**config.mk**
```make
export PLATFORM = sky130hd
export DESIGN_NAME = stepper_seq_multi
export DESIGN_NICKNAME = d
export VERILOG_FILES = /design/src/rtl/stepper_seq_multi.sv
export SDC_FILE = /design/constraint.sdc
export NUM_CORES = 1
export LEC_CHECK = 0
export ABC_AREA = 1
export ABC_CLOCK_PERIOD_IN_PS = 3840
export CORE_MARGIN = 2
export CORE_UTILIZATION = 61
export DETAILED_ROUTE_END_ITERATION = 16
export GPL_TIMING_DRIVEN = 0
export PLACE_DENSITY = 0.87
export RECOVER_POWER = 25
export SYNTH_ARGS = -nofsm -noshare
export SYNTH_HDL_FRONTEND = slang
export SYNTH_SLANG_ARGS = --single-unit
```
**constraint.sdc**
```tcl
create_clock -name clk -period 3.84 [get_ports clk]
set_input_delay 0.576 -clock clk [delete_from_list [all_inputs] [get_ports clk]]
set_output_delay 0.576 -clock clk [all_outputs]
set_load 0.005 [all_outputs]
```
**src/rtl/stepper_seq_multi.sv**
```systemverilog
// Multi-channel stepper excitation sequencer: shared step timer, debounced mode button, host mode write.
// Optional build macro STEPPER_VREF_PWM_EN selects a 4-bit PWM on VREF instead of a static level.
module stepper_seq_multi #(
  parameter int         NUM_CH     = 2,
  parameter int         PERIOD_W   = 24,
  parameter int         DEBOUNCE   = 270000,
  parameter logic [1:0] MODE_RESET = 2'd0
) (
  input  logic                  clk,
  input  logic                  rst_n,
  input  logic                  sw_mode_n,
  input  logic                  mode_wr,
  input  logic [1:0]            mode_wdata,
  input  logic [PERIOD_W-1:0]   period_i,
  input  logic [NUM_CH-1:0]     dir_i,
  input  logic [NUM_CH-1:0]     enable_i,
  input  logic [4*NUM_CH-1:0]   vref_level_i,
  output logic [NUM_CH-1:0]     ina1_o,
  output logic [NUM_CH-1:0]     ina2_o,
  output logic [NUM_CH-1:0]     inb1_o,
  output logic [NUM_CH-1:0]     inb2_o,
  output logic [NUM_CH-1:0]     stanby_o,
  output logic [NUM_CH-1:0]     vref_o,
  output logic [1:0]            mode_o,
  output logic                  step_tick_o,
  output logic [3*NUM_CH-1:0]   phase_idx_o
);

  localparam int            DB_W    = $clog2(DEBOUNCE + 1);
  localparam logic [DB_W-1:0] DB_LAST = DB_W'(DEBOUNCE - 1);
  localparam logic [1:0]    MODE_WAVE = 2'd0;
  localparam logic [1:0]    MODE_FULL = 2'd1;
  localparam logic [1:0]    MODE_HALF = 2'd2;
  localparam logic [1:0]    MODE_STBY = 2'd3;

  typedef enum logic [1:0] {RELEASED, PRESS_WAIT, PRESSED, RELEASE_WAIT} db_state_t;

  logic                sw_meta;
  logic                sw_sync;
  db_state_t           db_state;
  logic [DB_W-1:0]     db_cnt;
  logic                press;
  logic [1:0]          pending;
  logic [PERIOD_W-1:0] cnt;
  logic                tick_now;
  logic [NUM_CH-1:0]   active;

  always_ff @(posedge clk or negedge rst_n) begin
    if (!rst_n) begin
      sw_meta <= 1'b1;
      sw_sync <= 1'b1;
    end else begin
      sw_meta <= sw_mode_n;
      sw_sync <= sw_meta;
    end
  end

  // Leaving a WAIT state on a toggle and re-entering it later restarts the count from zero.
  always_ff @(posedge clk or negedge rst_n) begin
    if (!rst_n) begin
      db_state <= RELEASED;
      db_cnt   <= '0;
    end else begin
      case (db_state)
        RELEASED: begin
          if (!sw_sync) begin
            db_state <= PRESS_WAIT;
            db_cnt   <= '0;
          end
        end
        PRESS_WAIT: begin
          if (sw_sync)                db_state <= RELEASED;
          else if (db_cnt == DB_LAST) db_state <= PRESSED;
          else                        db_cnt   <= db_cnt + 1'b1;
        end
        PRESSED: begin
          if (sw_sync) begin
            db_state <= RELEASE_WAIT;
            db_cnt   <= '0;
          end
        end
        RELEASE_WAIT: begin
          if (!sw_sync)               db_state <= PRESSED;
          else if (db_cnt == DB_LAST) db_state <= RELEASED;
          else                        db_cnt   <= db_cnt + 1'b1;
        end
        default: db_state <= RELEASED;
      endcase
    end
  end

  assign press    = (db_state == PRESS_WAIT) && !sw_sync && (db_cnt == DB_LAST);
  assign tick_now = (period_i != '0) && (cnt >= period_i - PERIOD_W'(1));

  always_ff @(posedge clk or negedge rst_n) begin
    if (!rst_n) begin
      pending     <= MODE_RESET;
      mode_o      <= MODE_RESET;
      cnt         <= '0;
      step_tick_o <= 1'b0;
    end else begin
      if (mode_wr)    pending <= mode_wdata;
      else if (press) pending <= pending + 2'd1;

      if (period_i == '0) begin
        cnt         <= '0;
        step_tick_o <= 1'b0;
        mode_o      <= pending;
      end else if (tick_now) begin
        cnt         <= '0;
        step_tick_o <= 1'b1;
        mode_o      <= pending;
      end else begin
        cnt         <= cnt + 1'b1;
        step_tick_o <= 1'b0;
      end
    end
  end

  // Stepping uses the mode taking effect on this tick, so bit0 is forced immediately.
  function automatic logic [2:0] next_idx(input logic [2:0] idx, input logic up,
                                          input logic [1:0] mode);
    logic [2:0] stp;
    logic [2:0] n;
    stp = (mode == MODE_HALF) ? 3'd1 : 3'd2;
    n   = up ? idx + stp : idx - stp;
    if (mode == MODE_WAVE) n[0] = 1'b0;
    if (mode == MODE_FULL) n[0] = 1'b1;
    return n;
  endfunction

  // Returns {ina1, ina2, inb1, inb2}.
  function automatic logic [3:0] coil_pattern(input logic [2:0] idx);
    logic [3:0] p;
    p = 4'b0000;
    case (idx)
      3'd0: p = 4'b1000;
      3'd1: p = 4'b1010;
      3'd2: p = 4'b0010;
      3'd3: p = 4'b0110;
      3'd4: p = 4'b0100;
      3'd5: p = 4'b0101;
      3'd6: p = 4'b0001;
      3'd7: p = 4'b1001;
      default: p = 4'b0000;
    endcase
    return p;
  endfunction

  always_comb begin
    active = '0;
    for (int c = 0; c < NUM_CH; c++) begin
      active[c] = enable_i[c] && (mode_o != MODE_STBY);
    end
  end

  always_ff @(posedge clk or negedge rst_n) begin
    if (!rst_n) begin
      phase_idx_o <= '0;
      ina1_o      <= '0;
      ina2_o      <= '0;
      inb1_o      <= '0;
      inb2_o      <= '0;
      stanby_o    <= '0;
    end else begin
      for (int c = 0; c < NUM_CH; c++) begin
        if (tick_now && enable_i[c] && (pending != MODE_STBY)) begin
          phase_idx_o[3*c +: 3] <= next_idx(phase_idx_o[3*c +: 3], dir_i[c], pending);
        end
        {ina1_o[c], ina2_o[c], inb1_o[c], inb2_o[c]} <=
          active[c] ? coil_pattern(phase_idx_o[3*c +: 3]) : 4'b0000;
        stanby_o[c] <= active[c];
      end
    end
  end

`ifdef STEPPER_VREF_PWM_EN
  logic [3:0] pwm;

  always_ff @(posedge clk or negedge rst_n) begin
    if (!rst_n) begin
      pwm    <= '0;
      vref_o <= '0;
    end else begin
      pwm <= pwm + 4'd1;
      for (int c = 0; c < NUM_CH; c++) begin
        vref_o[c] <= active[c] && (pwm < vref_level_i[4*c +: 4]);
      end
    end
  end
`else
  always_ff @(posedge clk or negedge rst_n) begin
    if (!rst_n) begin
      vref_o <= '0;
    end else begin
      for (int c = 0; c < NUM_CH; c++) begin
        vref_o[c] <= active[c] && (|vref_level_i[4*c +: 4]);
      end
    end
  end
`endif

endmodule

```
After elaboration in Yosys (flattened, before gate mapping)
Memory sizes are Yosys's and may differ from the RTL's.
Cells that the tools add are included.
W data, S select, Z words.
{"block": "totals", "mem_count": 2, "romBits": 64, "ff_bits": 70, "inputBits": 42, "out_inout_bits": 21, "elab_cells": 93}
{"name": "(no name shown)", "words": 8, "width": 4, "rd": 1, "rd_ports_with_merged_regs": 0, "wr": 0, "line": "136", "rtl": "case (idx)"}
{"name": "(no name shown)", "words": 8, "width": 4, "rd": 1, "rd_ports_with_merged_regs": 0, "wr": 0, "line": "136"}
{"block": "classes", "n_mux": 30, "n_lt_le_gt_ge": 1, "n_eq_ne": 14, "n_reduce_logical": 22, "n_addsub": 8}
{"cell": "$mux W19", "count": 5}
{"cell": "$pmux W19 S4", "count": 1}
{"cell": "$mux W24", "count": 2}
{"cell": "$add A24 B1 Y24 const B", "count": 1}
{"cell": "$ge A24 B24 Y1", "count": 1}
{"cell": "$logic_not A24 Y1", "count": 1}
{"cell": "$reduce_bool A24 Y1", "count": 1}
{"cell": "$sub A24 B1 Y24 const B", "count": 1}
{"cell": "$mux W2", "count": 11}
{"cell": "$add A19 B1 Y19 const B", "count": 1}
{"cell": "$eq A19 B19 Y1 const B", "count": 1}
{"cell": "$ne A2 B2 Y1 const B", "count": 6}
{"cell": "$logic_and A1 B1 Y1", "count": 11}
{"cell": "$mux W4", "count": 2}
{"cell": "$pmux W2 S4", "count": 1}
{"cell": "$reduce_and A4 Y1", "count": 2}
{"cell": "$reduce_or A4 Y1", "count": 2}
{"cell": "$eq A2 B2 Y1 const B", "count": 3}
{"cell": "$mux W1", "count": 6}
{"cell": "$mux W3", "count": 2}
{"cell": "$ne A3 B3 Y1 const B", "count": 2}
{"cell": "$eq A2 B1 Y1 const B", "count": 2}
{"cell": "$logic_not A2 Y1", "count": 2}
{"cell": "$reduce_bool A2 Y1", "count": 2}
{"cell": "6 further kinds", "count": 6}

Longest topological paths before layout
{"block": "depth", "depth_word": 6, "mapped_depth": 20, "depth_no_buf": 20}

Worst setup path before layout
Ideal clock, no wire load.
{"block": "synth_timing", "path_kind": "input-to-reg", "startpoint": "in period_i[0]", "endpoint": "reg cnt[20]", "stages": 17, "arrival_ps": 2797, "required_time_ps": 3769, "setup_time_ps": 71, "path_slack_ps": 972, "n_path_buf": 1, "cell_sequence": "inv_1 -> ha_1 -> nand2_1 -> nor2_2 -> nand3_2 -> nor2_1 -> nand3_1 -> xnor2_1 -> inv_1 -> ha_1 -> nand2_1 -> o21ai_0 -> a21oi_1 -> and2_1 -> nand3_2 -> buf_6 -> nor2_1"}
{"block": "synth_between", "elab_chain_cells": 5, "word_cells_on_any_way": 7, "cone_classes": "add/sub: 1; order compare: 1; mux: 2; reduce/logical: 3"}
{"item": "start: declaration", "line": "14", "rtl": "input logic [PERIOD_W-1:0] period_i,"}
{"item": "$sub A24 B1 Y24", "line": "93", "rtl": "assign tick_now = (period_i != '0) && (cnt >= period_i - PERIOD_W'(1));"}
{"item": "$ge A24 B24 Y1", "line": "93"}
{"item": "$logic_and A1 B1 Y1", "line": "93"}
{"item": "$mux W24", "line": "109", "rtl": "end else if (tick_now) begin"}
{"item": "$mux W24 (*)", "line": "105", "rtl": "if (period_i == '0) begin"}
{"item": "end signal: assignment", "line": "114", "rtl": "cnt <= cnt + 1'b1;"}
{"item": "end: declaration", "line": "44", "rtl": "logic [PERIOD_W-1:0] cnt;"}
Every way passes the cells marked *; elsewhere a longest branch is shown, timed or not.
A chain may end at the register's enable or synchronous reset.

Worst setup path after layout
{"block": "layout_timing", "startpoint": "in period_i[2]", "endpoint": "reg mode_o[1]"}
{"block": "layout_between", "elab_chain_cells": 4, "word_cells_on_any_way": 7, "cone_classes": "add/sub: 1; order compare: 1; mux: 1; reduce/logical: 4"}
{"item": "$sub A24 B1 Y24", "line": "93"}
{"item": "$ge A24 B24 Y1", "line": "93"}
{"item": "$logic_and A1 B1 Y1", "line": "93"}
{"item": "$reduce_bool A2 Y1 (no source line)"}
{"item": "end signal: assignment", "line": "108", "rtl": "mode_o <= pending;"}
{"item": "end signal: assignment", "line": "112", "rtl": "mode_o <= pending;"}
{"item": "end: declaration", "line": "24", "rtl": "output logic [1:0] mode_o,"}
Parallel ways exist; a longest one is shown, timed or not.

==> flow_metrics.tcl <==
set metrics [dict create \
    die_height_um 93.8 \
    multi_input_area_um2 2850 \
    powerDensity_nw_per_um2 417 \
    regToRegSetupSlack_ps 1680 \
    power_report.internal_total_mw 1.58 \
    finalSetupViolations 0 \
    insertedDiodeCount 0 \
    worst_hold_depth 0 \
    total_vias_in_the_final_route 4352 \
    remaining_drc_errors 0 \
    final_core_util_pct 75.5 \
    dr.pass1.iters 5 \
    worst-r2r-cell-count 12 \
    worstSetupEndpointType "flop" \
    tritoncts_num_sinks 70 \
    num-nets-final 776 \
    pwr-share-comb_pct 31.8 \
    failed_checks "max-capacitance violations, max-slew violations" \
    worstSkewPairLatency_ps 350 \
    synthesis.area_um2 4910 \
    final_weighted_congestion_in_routability_driven_placement 0.939 \
    worst_path_most_repeated_cell "sky130_fd_sc_hd__nand2_1" \
    post_layout_total_power_mw 2.45 \
    hold_class "reg2reg" \
    rsz_0062_raised_after_global_routing "false" \
    ctsHtreeMaxLevel 3 \
    power.static_leakage_nw 2.65 \
    worst_ep_arrival_time_ps 3740 \
    finalInstanceArea_um2 5860 \
    timing_max_transition_violations_final 71 \
    sequentialPowerShare_pct 42.8 \
    area_share_of_the_leading_cell_type_in_the_synthesized_netlist_pct 34.6 \
    yosysTopAreaCell "sky130_fd_sc_hd__dfrtp_1" \
    die_span_x_um 93.8 \
    start_kind "primary input" \
    post_drt_via_cell_ratio 5.39 \
    ant_nets 0 \
    share_of_the_cycle_needed_by_the_critical_path_after_routing_pct 90.0 \
    timing.critical_path.fanout_max 9 \
    grt_max_degree 71 \
    synth_enable_flop_cells 0 \
    max_freq_mhz 289 \
    worst_ir_drop_vdd_mv 0.295 \
    tritoncts.num_buffers 9 \
    synth_seq_cells 70 \
    cts_resized 0 \
    final.hold.worst_slack_ps 360 \
    io-pin-count 63 \
    die_area_um2 8790 \
    finish.cell_count_without_fillers 807 \
    cts_max_path_buffers 2 \
    clk_pin_slew_ps 70 \
    async_flop_share_pct 100 \
    synth.distinct_cells 36 \
    critical-path-max-stage-delay_ps 460 \
    fill_cells 599 \
    post_drt_wl_per_cell_um 14.4 \
    ff_latch_area_um2 1750 \
    finalHoldViolCount 0 \
    netlist_top_cells_area "sky130_fd_sc_hd__dfrtp_1 35%, sky130_fd_sc_hd__nand2_1 11%, sky130_fd_sc_hd__ha_1 8.1%" \
    cell_with_the_most_instances_after_synthesis "sky130_fd_sc_hd__nand2_1" \
    core_area_um2 7770 \
    initial_cell_density_of_the_core_pct 63.3 \
    critical_path_required_ps 4130 \
    number_of_cell_rows 32 \
    timing_worst_slew_pin_value_ps 1730 \
    dp.cells 791 \
    synth.yosys.seq_area_share_pct 35.7 \
    grt_pass1_vias 4302 \
    cts_setup_buffers 0 \
    slowest_stage "sky130_fd_sc_hd__clkdlybuf4s50_1" \
    cts_tree "yes" \
    area_growth_syn_to_layout_pct 19.3 \
    finalWorstPathRequiredPeriod_ps 3460 \
    power.share.switching_pct 35.4 \
    run_status "finished with violations" \
    holdBufCountCts 0 \
    initial_antenna_violation_count 0 \
    1st_iter_drt_viols 230 \
    drt-total-wl_um 11600 \
    syn_nets 703 \
    hpwlAfterDp_um 8690 \
    path_cells "clkdlybuf4s50_1 -> nor2_1 -> nand2_1 -> nor2_2 -> nand4_1 -> nor2_1 -> nand2_1 -> xnor2_1 -> inv_1 -> ha_1 -> a21oi_1 -> o21ai_0 -> a21oi_1 -> nand3_2 -> nor2_1 -> nand2_1 -> nand2_1" \
    groute.usage.overall_pct 28.4 \
    post_route_cells_drive_above_1_share_pct 11.3 \
    synthTopCellsByCount "144 x sky130_fd_sc_hd__nand2_1, 85 x sky130_fd_sc_hd__nor2_1, 68 x sky130_fd_sc_hd__dfrtp_1" \
    grt_overflow 0 \
    maxCapViolations 1 \
    ys.warnings.count 0 \
    placed_instance_area_um2 5660 \
    synthesis.area_per_instance_um2 7.84 \
    synth_top_flop_cell "sky130_fd_sc_hd__dfrtp_1" \
    max_slew_headroom_at_the_worst_pin_pct -15.4 \
    global_route_wire_length_before_repair_um 19600 \
    total_switching_power_uw 866 \
    port-buffer-count 62 \
    post_synth_inst_count 627 \
    finalClockSkew_ps 7.67 \
    clock_power_share_pct 25.4 \
    cts-root-buf "sky130_fd_sc_hd__clkbuf_8" \
    crit_path_class "in2reg" \
]
[final timing paths]
check / from / end
worst max-delay path: period_i[2] / mode_o[1]
worst min-delay path: sw_meta / sw_sync
worst max register to register: cnt[2] / mode_o[1]
worst min register to register: sw_meta / sw_sync
max in group asynchronous: rst_n / db_cnt[8]
min in group asynchronous: rst_n / step_tick_o
[per-layer routing]
| metal | up-vias | share of wire (%) | track usage [%] |
|---|---|---|---|
| met2 | 106 | 51 | 49.5 |
| li1 | 2186 | - | - |
| met4 | 0 | 2.5 | 10.9 |
| met1 | 2035 | 43 | 35.8 |
| met5 | - | 0 | 0 |
| met3 | 25 | 3.2 | 3.53 |
[cells in the final DEF (no fill, tap or decap), types with 2 or more instances in the layout]
| master | n |
|---|---|
| sky130_fd_sc_hd__nand2_1 | 144 |
| sky130_fd_sc_hd__nor2_1 | 85 |
| sky130_fd_sc_hd__dfrtp_1 | 68 |
| sky130_fd_sc_hd__inv_1 | 65 |
| sky130_fd_sc_hd__clkdlybuf4s50_1 | 58 |
| sky130_fd_sc_hd__ha_1 | 32 |
| sky130_fd_sc_hd__xor2_1 | 30 |
| sky130_fd_sc_hd__nor3_1 | 27 |
| sky130_fd_sc_hd__nand4_1 | 22 |
| sky130_fd_sc_hd__xnor2_1 | 21 |
| sky130_fd_sc_hd__nand3_1 | 20 |
| sky130_fd_sc_hd__a21oi_1 | 18 |
| sky130_fd_sc_hd__nand3_2 | 12 |
| sky130_fd_sc_hd__o21ai_0 | 10 |
| sky130_fd_sc_hd__o21ai_1 | 10 |
| sky130_fd_sc_hd__clkbuf_8 | 10 |
| sky130_fd_sc_hd__nor2_2 | 9 |
| sky130_fd_sc_hd__inv_2 | 6 |
| sky130_fd_sc_hd__nand2_2 | 6 |
| sky130_fd_sc_hd__nor3_2 | 5 |
| sky130_fd_sc_hd__nor2_4 | 5 |
| sky130_fd_sc_hd__o21ai_2 | 5 |
| sky130_fd_sc_hd__buf_6 | 4 |
| sky130_fd_sc_hd__nor4_1 | 4 |
| sky130_fd_sc_hd__o22ai_2 | 4 |
| sky130_fd_sc_hd__dlygate4sd3_1 | 3 |
| sky130_fd_sc_hd__fa_1 | 2 |
| sky130_fd_sc_hd__clkinv_4 | 2 |
| sky130_fd_sc_hd__dfstp_2 | 2 |
[through the flow]
stage | setup TNS (ps) | setup WS, ps
finish | 0 | 382
floorplan | 0 | 972
global placement | -8900 | -136
CTS | 0 | 407
detailed placement | 0 | 59.1
global route | 0 | 82.0
[registers in the layout (all words and copies together), names as in the netlist, 2 cells and up, named ones only]
| signal | flops |
|---|---|
| mode_o | 2 |
| inb1_o | 2 |
| stanby_o | 2 |
| pending | 2 |
| inb2_o | 2 |
| ina2_o | 2 |
| phase_idx_o | 6 |
| cnt | 24 |
| vref_o | 2 |
| ina1_o | 2 |
| db_cnt | 19 |
[power groups by stage]
stage                     Combinational [mW]  Sequential [mW]  Clock (mW)
after detailed placement               0.777             1.06           0
after floorplan                        0.451             1.03           0
after CTS                              0.788             1.05       0.631
after global routing                   0.883             1.07       0.664
final                                  0.778             1.05       0.622
after global placement                 0.733             1.05           0
[logic make-up (layout without fill, tap and decap cells)]
logic type,after synthesis,in the layout,share of synthesized area [%]
AO/OA/AOI/OAI,51,51,6.44
AND/OR/NAND/NOR,345,345,33.4
XOR/XNOR,51,51,9.09
buffers and inverters,76,154,6.42
flip-flops,70,70,35.7
adder cells (fa/ha/maj),34,34,8.96
[layout make-up]
| cell class | instances | area share, % |
|---|---|---|
| multi-input cells | 481 | 48.5 |
| flip-flops and latches | 70 | 29.9 |
| plain buffers | 4 | 0.768 |
| clock buffers | 10 | 2.35 |
| repair buffers | 62 | 10.5 |
| well taps | 102 | 2.18 |
| inverters | 72 | 4.61 |
| clock inverters | 6 | 1.17 |
[critical path: cells and delay by family]
| family | cells | cell delay, ps |
|---|---|---|
| compound gates | 3 | 390 |
| xor+xnor | 1 | 150 |
| fa+ha+maj | 1 | 280 |
| buf+inv | 2 | 520 |
| simple gates | 10 | 1810 |
Power figures use the tool's default switching activity.
